## config.mk

```make
export PLATFORM = sky130hd
export DESIGN_NAME = adc_scan_ctrl
export DESIGN_NICKNAME = d
export VERILOG_FILES = /design/src/rtl/adc_scan_ctrl.sv
export SDC_FILE = /design/constraint.sdc
export NUM_CORES = 1
export LEC_CHECK = 0
export CORE_ASPECT_RATIO = 1.25
export CORE_MARGIN = 2
export CORE_UTILIZATION = 40
export CTS_BUF_LIST = sky130_fd_sc_hd__clkbuf_8
export CTS_CLUSTER_SIZE = 10
export DETAILED_ROUTE_END_ITERATION = 8
export SLEW_MARGIN = 20
export SYNTH_ARGS = -nofsm -noshare
export SYNTH_HDL_FRONTEND = slang
export SYNTH_SLANG_ARGS = --single-unit
```

## constraint.sdc

```tcl
create_clock -name clk -period 2.91 [get_ports clk]
set_input_delay 0.291 -clock clk [delete_from_list [all_inputs] [get_ports clk]]
set_output_delay 0.291 -clock clk [all_outputs]
set_load 0.01 [all_outputs]
```

## src/rtl/adc_scan_ctrl.sv

```systemverilog
// adc_scan_ctrl: scans enabled ADC channels through spi_master, addressing the mux one frame
// ahead, and queues channel-tagged results in a first-word-fall-through FIFO.
`default_nettype none

module adc_scan_ctrl #(
  parameter int DATA_WIDTH = 16,
  parameter int NUM_CH     = 8,
  parameter int CH_WIDTH   = 3,
  parameter int CMD_SHIFT  = 11,
  parameter int GAP_CYCLES = 4,
  parameter int FIFO_DEPTH = 4
) (
  input  logic                  clk,
  input  logic                  rst,
  input  logic                  scan_start,
  input  logic                  cont,
  input  logic [NUM_CH-1:0]     ch_mask,
  output logic                  spi_start,
  output logic [DATA_WIDTH-1:0] spi_data_in,
  input  logic                  spi_busy,
  input  logic                  spi_new_data,
  input  logic [DATA_WIDTH-1:0] spi_data_out,
  output logic [DATA_WIDTH-1:0] sample_data,
  output logic [CH_WIDTH-1:0]   sample_ch,
  output logic                  sample_valid,
  input  logic                  sample_ready,
  output logic                  scan_busy,
  output logic                  scan_done,
  output logic                  overflow,
  input  logic                  overflow_clr
);

  localparam int PTR_W  = (FIFO_DEPTH > 1) ? $clog2(FIFO_DEPTH) : 1;
  localparam int CNT_W  = PTR_W + 1;
  localparam int FR_W   = CH_WIDTH + 1;
  localparam int GAP_W  = $clog2(GAP_CYCLES + 1);
  localparam int WORD_W = CH_WIDTH + DATA_WIDTH;

  typedef enum logic [2:0] {
    S_IDLE  = 3'd0,
    S_START = 3'd1,
    S_WAIT  = 3'd2,
    S_GAP   = 3'd3,
    S_END   = 3'd4
  } state_t;

  state_t              state;
  logic [NUM_CH-1:0]   mask;
  logic [FR_W-1:0]     num_frames;
  logic [FR_W-1:0]     frame;
  logic [CH_WIDTH-1:0] cur_ch;
  logic [CH_WIDTH-1:0] prev_ch;
  logic [GAP_W-1:0]    gap_cnt;

  function automatic logic [CH_WIDTH-1:0] lowest_ch(input logic [NUM_CH-1:0] m);
    logic [CH_WIDTH-1:0] lo;
    lo = '0;
    for (int i = NUM_CH - 1; i >= 0; i--) begin
      if (m[i]) lo = CH_WIDTH'(i);
    end
    return lo;
  endfunction

  // Lowest enabled channel above cur, wrapping to the lowest enabled channel.
  function automatic logic [CH_WIDTH-1:0] next_ch(input logic [NUM_CH-1:0] m,
                                                  input logic [CH_WIDTH-1:0] cur);
    logic [CH_WIDTH-1:0] lo;
    logic [CH_WIDTH-1:0] hi;
    logic                hi_found;
    lo       = '0;
    hi       = '0;
    hi_found = 1'b0;
    for (int i = NUM_CH - 1; i >= 0; i--) begin
      if (m[i]) begin
        lo = CH_WIDTH'(i);
        if (i > int'(cur)) begin
          hi       = CH_WIDTH'(i);
          hi_found = 1'b1;
        end
      end
    end
    return hi_found ? hi : lo;
  endfunction

  function automatic logic [FR_W-1:0] popcount(input logic [NUM_CH-1:0] m);
    logic [FR_W-1:0] c;
    c = '0;
    for (int i = 0; i < NUM_CH; i++) begin
      c = c + FR_W'(m[i]);
    end
    return c;
  endfunction

  assign scan_busy = (state != S_IDLE);

  always_ff @(posedge clk) begin
    if (rst) begin
      state       <= S_IDLE;
      mask        <= '0;
      num_frames  <= '0;
      frame       <= '0;
      cur_ch      <= '0;
      prev_ch     <= '0;
      gap_cnt     <= '0;
      spi_start   <= 1'b0;
      spi_data_in <= '0;
      scan_done   <= 1'b0;
    end else begin
      spi_start <= 1'b0;
      scan_done <= 1'b0;
      case (state)
        S_IDLE: begin
          if (scan_start && (ch_mask != '0)) begin
            mask       <= ch_mask;
            num_frames <= popcount(ch_mask);
            frame      <= '0;
            cur_ch     <= lowest_ch(ch_mask);
            state      <= S_START;
          end
        end
        S_START: begin
          if (!spi_busy) begin
            spi_start   <= 1'b1;
            spi_data_in <= DATA_WIDTH'(cur_ch) << CMD_SHIFT;
            state       <= S_WAIT;
          end
        end
        S_WAIT: begin
          if (spi_new_data) begin
            gap_cnt <= '0;
            state   <= S_GAP;
          end
        end
        S_GAP: begin
          if (gap_cnt == GAP_W'(GAP_CYCLES - 1)) begin
            if (frame == num_frames) begin
              scan_done <= 1'b1;
              state     <= S_END;
            end else begin
              frame   <= frame + 1'b1;
              prev_ch <= cur_ch;
              cur_ch  <= next_ch(mask, cur_ch);
              state   <= S_START;
            end
          end else begin
            gap_cnt <= gap_cnt + 1'b1;
          end
        end
        S_END: begin
          if (cont && (ch_mask != '0)) begin
            mask       <= ch_mask;
            num_frames <= popcount(ch_mask);
            frame      <= '0;
            cur_ch     <= lowest_ch(ch_mask);
            state      <= S_START;
          end else begin
            state <= S_IDLE;
          end
        end
        default: state <= S_IDLE;
      endcase
    end
  end

  // Frame 0 only primes the mux; its result belongs to no channel of this scan.
  logic              push;
  logic              pop;
  logic              full;
  logic              push_ok;
  logic [WORD_W-1:0] push_word;
  logic [WORD_W-1:0] head_word;

  logic [WORD_W-1:0] mem [FIFO_DEPTH];
  logic [PTR_W-1:0]  wr_ptr;
  logic [PTR_W-1:0]  rd_ptr;
  logic [CNT_W-1:0]  count;

  assign push      = (state == S_WAIT) && spi_new_data && (frame != '0);
  assign push_word = {prev_ch, spi_data_out};
  assign full      = (count == CNT_W'(FIFO_DEPTH));
  assign pop       = sample_valid && sample_ready;
  assign push_ok   = push && (!full || pop);

  assign sample_valid = (count != '0);
  assign head_word    = mem[rd_ptr];
  assign sample_data  = sample_valid ? head_word[DATA_WIDTH-1:0] : '0;
  assign sample_ch    = sample_valid ? head_word[WORD_W-1:DATA_WIDTH] : '0;

  always_ff @(posedge clk) begin
    if (push_ok) mem[wr_ptr] <= push_word;
  end

  always_ff @(posedge clk) begin
    if (rst) begin
      wr_ptr   <= '0;
      rd_ptr   <= '0;
      count    <= '0;
      overflow <= 1'b0;
    end else begin
      if (push_ok) wr_ptr <= wr_ptr + 1'b1;
      if (pop)     rd_ptr <= rd_ptr + 1'b1;
      case ({push_ok, pop})
        2'b10:   count <= count + 1'b1;
        2'b01:   count <= count - 1'b1;
        default: count <= count;
      endcase
      if (push && !push_ok) overflow <= 1'b1;
      else if (overflow_clr) overflow <= 1'b0;
    end
  end

endmodule

`default_nettype wire

```

==> results.json <==
{
  "cp_max_fo": 2,
  "cts_buffers": 17,
  "antenna_found_initial": 0,
  "chipWidth_um": 109,
  "synth_edf_count": 76,
  "finalSetupTns_ps": 0,
  "std_cell_rows": 48,
  "cts.sinks": 119,
  "slew_viol_final": 0,
  "seqPwrFrac_pct": 45.4,
  "synthCells": 443,
  "fin_crit_sh_pct": 94.4,
  "post_drt_wl_per_cell_um": 14.9,
  "crit_chain": "dlygate4sd2_1 -> fa_1 -> inv_1 -> fa_1 -> fa_1 -> inv_1 -> ha_2 -> inv_1 -> fa_1 -> xor2_1 -> nor2_1 -> a21oi_1 -> nor2_1",
  "maxCapViolCount": 0,
  "yosys_warnings": 0,
  "critPathSlowestCell": "fa_1",
  "grt_pass1_wl_um": 17300,
  "clkTransAtPathRegs_ps": 70,
  "crit_path_start_kind": "input port",
  "timing.fmax_mhz": 364,
  "intPower_w": 0.00315,
  "synthFlopType": "edfxtp_1",
  "place_congestion": 0.822,
  "preCtsSetupSlack_ps": -485,
  "slew_headroom_pct": 37.7,
  "power_density_mw_per_mm2": 643,
  "viasPerCell": 5.05,
  "period_minus_slack_ps": 2750,
  "ys_ff_latch": 119,
  "cts_root_buf": "clkbuf_8",
  "async_flop_share_pct": 0,
  "synth_area_mm2": 0.00553,
  "vias": 3560,
  "dieArea_mm2": 0.0148,
  "ioPinCount": 72,
  "dr.pass1.iters": 4,
  "status": "completed",
  "critPathArrivalTime_ps": 3060,
  "grt_usage_pct": 15.4,
  "ant_nets": 0,
  "tightestPinTransition_ps": 931,
  "cts.path.max_buffers": 2,
  "drc": 0,
  "setup-violations-final": 0,
  "grt_overflow": 0,
  "drtIter0Drc": 153,
  "share_comb_of_total_power_pct": 17.1,
  "crit_type": "in -> reg",
  "swShare_pct": 27.6,
  "die_h_um": 135,
  "final_core_util_pct": 49.7,
  "grt_pass1_vias": 3632,
  "post_cts_buffers": 0,
  "cpMostUsedCell": "fa_1",
  "rsz0062_at_grt": "false",
  "ys_types": 59,
  "stdcell_area_mm2": 0.00677,
  "layout-drive-gt1-share_pct": 15.1,
  "hp-class": "in -> reg",
  "worst_slack_ps": 163,
  "clock_latency_ps": 420,
  "start_util_pct": 40.6,
  "power_switching_w": 0.00120,
  "p_leak_nw": 2.34,
  "h-tree-depth": 4,
  "max_stage_delay_ps": 530,
  "cts_tree": "yes",
  "post_dp_cell_area_mm2": 0.00632,
  "yosysSeqAreaShare_pct": 56.8,
  "reg2reg_depth": 7,
  "grt_max_degree": 23,
  "finClkSkew_ps": 11.1,
  "portBuffers": 58,
  "finalHoldViolCount": 0,
  "min_path_cells": 4,
  "diodes": 0,
  "nNetsFinal": 566,
  "drt_wl_total_um": 10500,
  "critPathCaptureType": "flop",
  "syn_avg_cell_area_um2": 12.5,
  "fillers": 1251,
  "coreArea_mm2": 0.0136,
  "hold_slack_ps": 307,
  "areaGrowthSynthToFinish_pct": 22.4,
  "irDropWorstVdd_mv": 0.344,
  "dp_hpwl_um": 7160,
  "pwr-share-clk_pct": 37.5,
  "worst_ep_required_time_ps": 3230
}
worst paths after layout:
| check | from | end | slack, ps |
|---|---|---|---|
| worst max-delay path | ch_mask[0] | num_frames[2] | 160 |
| worst min-delay path | ch_mask[3] | mask[3] | 310 |
| worst max register to register | state[0] | count[2] | 560 |
| worst min register to register | gap_cnt[2] | gap_cnt[2] | 500 |
routing by layer:
metal	global-route usage (%)	share of wire (%)	vias up
met1	17.9	43	1725
met2	27.3	52	77
met4	5.20	1.2	0
met3	3.90	3.8	14
li1	-	-	1744
met5	0	0	-
worst max-delay path: cells and delay by family:
family,cells,cell delay [ps]
AO/OA/AOI/OAI,1,110
AND/OR/NAND/NOR,2,110
XOR/XNOR,1,160
adder cells (fa/ha/maj),5,1980
buffers and inverters,4,430
synth_stat cells, types with 7 or more instances:
cell type | number | share of area, %
dfxtp_1 | 43 | 16
mux4_2 | 19 | 7.7
inv_1 | 26 | 1.8
edfxtp_1 | 76 | 41
nand2_1 | 10 | 0.68
nor3_1 | 7 | 0.63
and2_1 | 24 | 2.7
buf_4 | 15 | 2.0
a21oi_1 | 37 | 3.3
clkbuf_1 | 12 | 0.81
ha_1 | 12 | 2.7
mux2i_1 | 10 | 1.8
nor2_1 | 53 | 3.6
logic make-up after synthesis:
kind of cell	after synthesis	synth area share, %
compound gates	80	9.75
flops	119	56.8
buf+inv	59	5.38
xor+xnor	9	1.43
mux	29	9.55
fa+ha+maj	17	4.52
other cells	1	0.0678
simple gates	129	12.5
metrics by stage:
step | total power, W | instances
2_1_floorplan | 0.00256 | 455
3_3_place_gp | 0.00274 | 673
3_5_place_dp | 0.00276 | 673
4_1_cts | 0.00440 | 705
5_1_grt | 0.00458 | 705
6_report | 0.00436 | 705
flip-flops by register name, indices dropped and copies added (netlist names), 4 cells and up, named ones only:
register and count:
mem 76, mask 8, frame 4, num_frames 4
placed cells by master, fill, tap and decap left out, drive strengths merged, types with 4 or more instances in the layout:
cell type       n
edfxtp         76
clkdlybuf4s50  55
nor2           54
dfxtp          43
a21oi          37
inv            30
and2           24
mux4           19
clkbuf         18
buf            18
conb           13
ha             12
nand2          11
mux2i          10
nor3            9
xnor2           6
a31oi           6
o21ai           6
fa              5
nand2b          5
a211o           5
clkinv          5
nor4b           4
nor3b           4
o31ai           4
bufinv          4
power by group through the flow:
| stage | Sequential, W | Clock (W) | Combinational (W) |
|---|---|---|---|
| after CTS | 0.00197 | 0.00167 | 0.000755 |
| after global routing | 0.00199 | 0.00175 | 0.000839 |
| after global placement | 0.00201 | 0 | 0.000736 |
| after floorplan | 0.00196 | 0 | 0.000602 |
| after detailed placement | 0.00201 | 0 | 0.000749 |
| final | 0.00198 | 0.00163 | 0.000746 |
final cells by class:
cell class                 count  area (um^2)  share of cell area, %
sequential                   119         3140                   46.4
multi-input combinational    277         2140                   31.6
timing repair buffer          76          728                   10.8
clock buffer                  18          248                   3.66
tap                          175          219                   3.23
clock inverter                14          198                   2.92
inverter                      26         97.6                   1.44
repair_timing:
item / 4_1_cts / 5_1_grt
endpoints found under the hold margin: 0 / 0
pin swaps: 1 / 1
setup endpoints to repair: 1 / 2
hold buffers: 0 / 0
gates resized for setup: 2 / 2
No activity file was read; power rests on OpenSTA's default activity.
